File: src/rtl/sat_counter.sv
// rtl/sat_counter.sv - saturating up-counter with clear-then-count priority
module sat_counter #(
    parameter int W = 16
) (
    input  logic         clk,
    input  logic         rst_n,
    input  logic         clr,
    input  logic         inc,
    output logic [W-1:0] q
);

    always_ff @(posedge clk) begin
        if (!rst_n) begin
            q <= '0;
        end else if (clr) begin
            q <= inc ? W'(1) : '0;
        end else if (inc && (q != '1)) begin
            q <= q + W'(1);
        end
    end

endmodule

File: config.mk
export PLATFORM = sky130hd
export DESIGN_NAME = sat_counter
export DESIGN_NICKNAME = d
export VERILOG_FILES = /design/src/rtl/sat_counter.sv
export SDC_FILE = /design/constraint.sdc
export NUM_CORES = 1
export LEC_CHECK = 0
export CAP_MARGIN = 20
export CORE_ASPECT_RATIO = 1.2
export CORE_MARGIN = 1.5
export CORE_UTILIZATION = 35
export DETAILED_ROUTE_END_ITERATION = 6
export DONT_BUFFER_PORTS = 1
export HOLD_SLACK_MARGIN = 0.15
export SLEW_MARGIN = 40
export SYNTH_ARGS = -nofsm -noshare
export SYNTH_HDL_FRONTEND = slang
export SYNTH_SLANG_ARGS = --single-unit
File: constraint.sdc
create_clock -name clk -period 5.37 [get_ports clk]
set_clock_uncertainty 0.05 [all_clocks]
set_input_delay 0.8055 -clock clk [delete_from_list [all_inputs] [get_ports clk]]
set_output_delay 0.8055 -clock clk [all_outputs]
set_load 0.03 [all_outputs]
==> results.ini, run 1 <==
[pwr]
p_switching_mw = 0.04435
power_density_nw_per_um2 = 215.8
seqPwrFrac = 0.635
power.internal_mw = 0.1473
max-vdd-ir-drop_uv = 85.41
p_comb_frac = 0.025
power_mw = 0.1917
p_sw_frac = 0.2314
power.leakage_nw = 0.2713
pwr-share-clk = 0.339

[global_route]
grt_overflow = 0
grt_pass1_vias = 785
grt_max_degree = 16
grt_pass1_wl_um = 3180
antenna_found_initial = 0
grt_usage = 0.1620

[logic_synthesis]
synth.distinct_cells = 31
yosys.area.top_type_share = 0.3832
ys_seq_area_frac = 0.3832
netlist_instances = 98
syn_area_per_cell_um2 = 8.529
netlist_top_cells_area = dfxtp_1, a21oi_1, or4_1, nand3_1, o31ai_1
ys_ff_latch = 16
synth_largest_area_cell = dfxtp_1
ys_warn_count = 0
syn_area_um2 = 835.8
syn_nets = 103

[timing]
timing.final.hold_violations = 0
drv_slew = 0
fmax_mhz = 446.3
setup-tns-final_ns = 0
finalCriticalPeriod_ns = 2.241
setup_viol = 0
period_share = 0.4173
max_slew.worst_pin.slew_ns = 0.6687
slew_headroom = 0.5509
rsz0062_at_grt = no

[floorplan]
die_w_um = 47.61
initial_core_util = 0.3662
io_pins = 20
core_area_um2 = 2282
row_count = 19
fp.dieArea_um2 = 2691
die_y_um = 56.53

[detailed_routing]
drt-total-wl_um = 1879
route.met2.wl_um = 873
drtIter0Drc = 9
avgViaCountPerCell = 6.164
vias = 789
postRouteAntennaNets = 0
met3_length_um = 137
drt-met1-wl_um = 825
drc_errors = 0
wl_per_cell_um = 14.68
drt-pass1-iter-count = 4
highest_layer = met4

[placement]
port_buffers = 0
place_congestion = 0.8056
dpl.hpwl_um = 1386
placed_cell_area_um2 = 865.8

[clock_tree]
h-tree-depth = 1
clkLatencyLatePin_ns = 0.29
clock-sinks = 16
cts_tree = yes
root_buffer = clkbuf_4
path_clk_slew_ns = 0.09
cts_made_buffers = 3
cts_resized = 0
cts.path.max_buffers = 2
post_cts_buffers = 0
cts_hold_buf = 0

[setup_path]
cp_slowest_cell = dfxtp_1
cp-start-kind = flop
cp.arrival_ns = 2.41
max_stage_delay_ns = 0.59
startpoint = q[0]
crit_chain = ha_1, nand2_1, or3_1, or4_1, a21oi_1
crit_type = reg2reg
required_ns = 5.54
endpoint_kind = flop
crit_path_max_fanout = 7
cp_top_family = simple AND/OR/NAND/NOR gates
regToRegStartpoint = q[0]
cp_num_buf_inv = 0

[finish]
antenna_cells = 0
final_layout_size_suffix_gt1_frac = 0.05155
multi_input_area_um2 = 491.7
fin_area_um2 = 888.4
synthToLayoutAreaGrowth_pct = 6.287
final-seq-area_um2 = 320.3
final_common_cell = dfxtp_1
layout.nets = 104
final_cell_mix = dfxtp_1, a21oi_1, nand3_1, or4_1, o31ai_1
reg_top3 = q: 16 flops
largest_reg_flops = 16
fill_cells = 243
regMostFlops = q

[flow_run]
drv_cap = 0

[worst_hold_path]
holdCritPathClass = in2reg
hold_start = inc

[run_status]
status = finished clean

## stage by stage
stage	worst slack (ns)	instances	utilization	hold slack, ns
final	3.129	128	0.3893	0.5910
after global routing	2.954	128	0.3893	0.6081
after CTS	3.103	128	0.3893	0.6009
after detailed placement	3.126	125	0.3794	0.6148
after global placement	3.022	125	0.3755	0.5995
after floorplan	3.285	98	-	0.5684
## worst paths after layout
check	depth (start not counted)	slack [ns]	end
worst max-delay path	5	3.13	q[8]
worst min-delay path	1	0.59	q[0]
worst max register to register	5	3.13	q[8]
worst min register to register	2	0.63	q[10]
## final cells by class
| class | instances | area share |
|---|---|---|
| Multi-Input combinational cell | 74 | 0.5535 |
| Sequential cell | 16 | 0.3606 |
| Tap cell | 31 | 0.04366 |
| Clock buffer | 3 | 0.02535 |
| Inverter | 4 | 0.01690 |
## metal layers
layer,global-route usage,vias to the layer above
li1,-,383
met1,0.1932,378
met2,0.2510,23
met3,0.04502,5
met4,0.08880,0
met5,0,-
## power groups by stage
| stage | combinational, mW | sequential [mW] | clock (mW) |
|---|---|---|---|
| 2_1_floorplan | 0.00398 | 0.124 | 0 |
| 3_3_place_gp | 0.00490 | 0.125 | 0 |
| 3_5_place_dp | 0.00496 | 0.125 | 0 |
| 4_1_cts | 0.00499 | 0.122 | 0.0638 |
| 5_1_grt | 0.00552 | 0.122 | 0.0687 |
| 6_report | 0.00487 | 0.122 | 0.0650 |
## cell usage after synthesis
cell type / n
dfxtp_1: 16
a21oi_1: 11
nand3_1: 9
or4_1: 7
o31ai_1: 6
nand2_1: 5
inv_1: 4
nor3_1: 4
o21ai_0: 4
nand4_1: 3
or3_1: 3
buf_2: 2
clkbuf_1: 2
nand2b_1: 2
nor2_1: 2
nor4_1: 2
o211a_1: 2
a31o_1: 1
a41oi_1: 1
and4_1: 1
ha_1: 1
mux2i_1: 1
nand3b_1: 1
nand4_4: 1
nor2b_1: 1
nor3b_1: 1
nor4_2: 1
o21a_1: 1
o21bai_1: 1
o31a_1: 1
o41ai_1: 1
## cell families (layout without fill, tap and decap cells)
logic type                 Yosys count  count (layout)  synth area share
buffers and inverters                8               7           0.03892
muxes                                1               1           0.01198
adders and majority gates            1               1           0.01497
and+or+nand+nor                     43              43            0.3234
DFF                                 16              16            0.3832
AOI/OAI and AO/OA                   29              29            0.2276
Power figures use the tool's default switching activity.
==> inputs of run 2 (changes only) <==
Clock period 5.37 ns to 2.3 ns, I/O delays scaled along.
==> run 2 against run 1 <==
Effect of this change:
- first-iteration DRC count is 130% higher
- clock-buffer cell count stayed put
- power is 140% higher
- sequential power is 130% higher
- critical path depth stayed put
- global-route usage is 1.5 points higher
- wire length is 14% higher
- sequential share of layout area is 4.9 points lower
- via count is 6.3% higher
- clock power is 140% higher
- non-clock buffer count is 19 higher
- core utilization is 6.1 points higher
==> results.ini, run 2 (same netlist as run 1, synthesis figures left out) <==
[pwr]
p_switching_mw = 0.1068  ; +140%
p_comb_frac = 0.047  ; +0.022
power.internal_mw = 0.3484  ; +140%
power_density_nw_per_um2 = 443.1  ; +110%
p_sw_frac = 0.2346  ; +0.003205
seqPwrFrac = 0.615  ; -0.020
max-vdd-ir-drop_uv = 225.3  ; +160%
power.leakage_nw = 0.3552  ; +31%
pwr-share-clk = 0.339  ; about the same

[clock_tree]
clock-sinks = 16  ; unchanged
root_buffer = clkbuf_4
cts_made_buffers = 3  ; unchanged
cts.path.max_buffers = 2  ; unchanged
h-tree-depth = 1  ; unchanged
cts_hold_buf = 2  ; +2
cts_tree = yes
post_cts_buffers = 0  ; unchanged
path_clk_slew_ns = 0.10  ; about the same
clkLatencyLatePin_ns = 0.30  ; about the same
cts_resized = 0  ; unchanged

[finish]
layout.nets = 123  ; +18%
final_common_cell = buf_4
fin_area_um2 = 1027  ; +16%
reg_top3 = q: 16 flops
final_layout_size_suffix_gt1_frac = 0.1897  ; +0.1381
regMostFlops = q
fin_util = 0.4501  ; +0.06086
fill_cells = 236  ; -2.9%
final-seq-area_um2 = 320.3  ; unchanged
synthToLayoutAreaGrowth_pct = 22.90
antenna_cells = 0  ; unchanged
multi_input_area_um2 = 483.0  ; -1.8%
final_cell_mix = buf_4, dfxtp_1, a21oi_1, nand3_1, or4_1
largest_reg_flops = 16  ; unchanged

[setup_path]
rr_worst_depth = 5  ; unchanged
crit_path_max_fanout = 7  ; unchanged
cp_slowest_cell = or4_1
endpoint_kind = flop
critical_path.endpoint = q[10]
startpoint = q[0]
required_ns = 2.48  ; -3.06 ns
regToRegStartpoint = q[0]
max_stage_delay_ns = 0.50  ; -0.09 ns
cp-start-kind = flop
reg2reg_to = q[10]
cp.arrival_ns = 2.12  ; -0.29 ns
ff2ff_setup_slack_ns = 0.37  ; -2.76 ns
crit_chain = ha_1, nand2_1, or3_1, or4_1, a21oi_1
crit_type = reg2reg

[placement]
place_congestion = 0.7994  ; -0.77%
placed_cell_area_um2 = 984.7  ; +14%
dpl.hpwl_um = 1553  ; +12%
port_buffers = 0  ; unchanged

[detailed_routing]
drt-total-wl_um = 2146  ; +14%
avgViaCountPerCell = 5.707  ; -7.4%
highest_layer = met4
met3_length_um = 126  ; -8.0%
postRouteAntennaNets = 0  ; unchanged
drt-met1-wl_um = 925  ; +12%
drc_errors = 0  ; unchanged
drtIter0Drc = 21  ; +12
vias = 839  ; +6.3%
drt-pass1-iter-count = 4  ; unchanged
wl_per_cell_um = 14.60  ; -0.55%
route.met2.wl_um = 1053  ; +21%

[timing]
finalCriticalPeriod_ns = 1.935  ; -0.3060 ns
timing.final.hold_violations = 0  ; unchanged
drv_slew = 0  ; unchanged
fmax_mhz = 516.9  ; +16%
max_slew.worst_pin.slew_ns = 0.6321  ; -0.03658 ns
rsz0062_at_grt = no
period_share = 0.8412  ; +0.4239
setup-tns-final_ns = 0  ; unchanged
slew_headroom = 0.5751  ; +0.02423
setup_viol = 0  ; unchanged

[floorplan]
core_area_um2 = 2282  ; unchanged
io_pins = 20  ; unchanged
row_count = 19  ; unchanged
initial_core_util = 0.3662  ; unchanged
fp.dieArea_um2 = 2691  ; unchanged
die_w_um = 47.61  ; unchanged
die_y_um = 56.53  ; unchanged

[global_route]
grt_pass1_wl_um = 3484  ; +9.6%
grt_max_degree = 12  ; -4
grt_usage = 0.1770  ; +0.01501
grt_pass1_vias = 802  ; +2.2%
antenna_found_initial = 0  ; unchanged
grt_overflow = 0  ; unchanged

[run_status]
status = finished clean

[flow_run]
drv_cap = 0  ; unchanged

[worst_hold_path]
holdCritPathClass = in2reg

[run 2: layout make-up]
class / count / share of cell area
multi-input cells: 74 / 0.4702
flip-flops and latches: 16 / 0.3118
repair buffers: 19 / 0.1437
well taps: 31 / 0.03776
clock buffers: 3 / 0.02192
inverters: 4 / 0.01462
[run 2: worst max-delay path, delay by kind of cell (launching register included)]
family / cells / cell delay [ns]
AO/OA/AOI/OAI: 1 / 0.15
flip-flops: 1 / 0.36
AND/OR/NAND/NOR: 3 / 1.10
adder cells (fa/ha/maj): 1 / 0.21
[run 2: power by group through the flow]
stage,combinational (mW),clock (mW),sequential [mW]
after floorplan,0.00929,0,0.290
after global placement,0.0183,0,0.286
after detailed placement,0.0185,0,0.286
after CTS,0.0212,0.155,0.280
after global routing,0.0237,0.171,0.280
final,0.0213,0.154,0.280
[run 2: worst min path at each step]
stage,from,end,cells past startpoint,slack [ns]
floorplan,inc,q[0],1,0.43
global placement,inc,q[0],1,0.44
detailed placement,inc,q[0],1,0.44
CTS,inc,q[1],2,0.16
global route,inc,q[1],2,0.16
finish,inc,q[1],2,0.16
[run 2: per-layer routing]
| layer | global-route usage | up-vias |
|---|---|---|
| met2 | 0.2683 | 29 |
| met4 | 0.08880 | 0 |
| met5 | 0 | - |
| li1 | - | 420 |
| met3 | 0.03859 | 5 |
| met1 | 0.2277 | 385 |
[run 2: through the flow]
stage / setup WS (ns) / hold slack, ns / instances / power [mW]
after global routing: 0.2014 / 0.1649 / 147 / 0.4750
after detailed placement: 0.3962 / 0.4387 / 142 / 0.3046
after floorplan: 0.2660 / 0.4292 / 98 / 0.2995
after CTS: 0.3730 / 0.1613 / 147 / 0.4560
after global placement: 0.3709 / 0.4359 / 142 / 0.3044
final: 0.3652 / 0.1642 / 147 / 0.4552
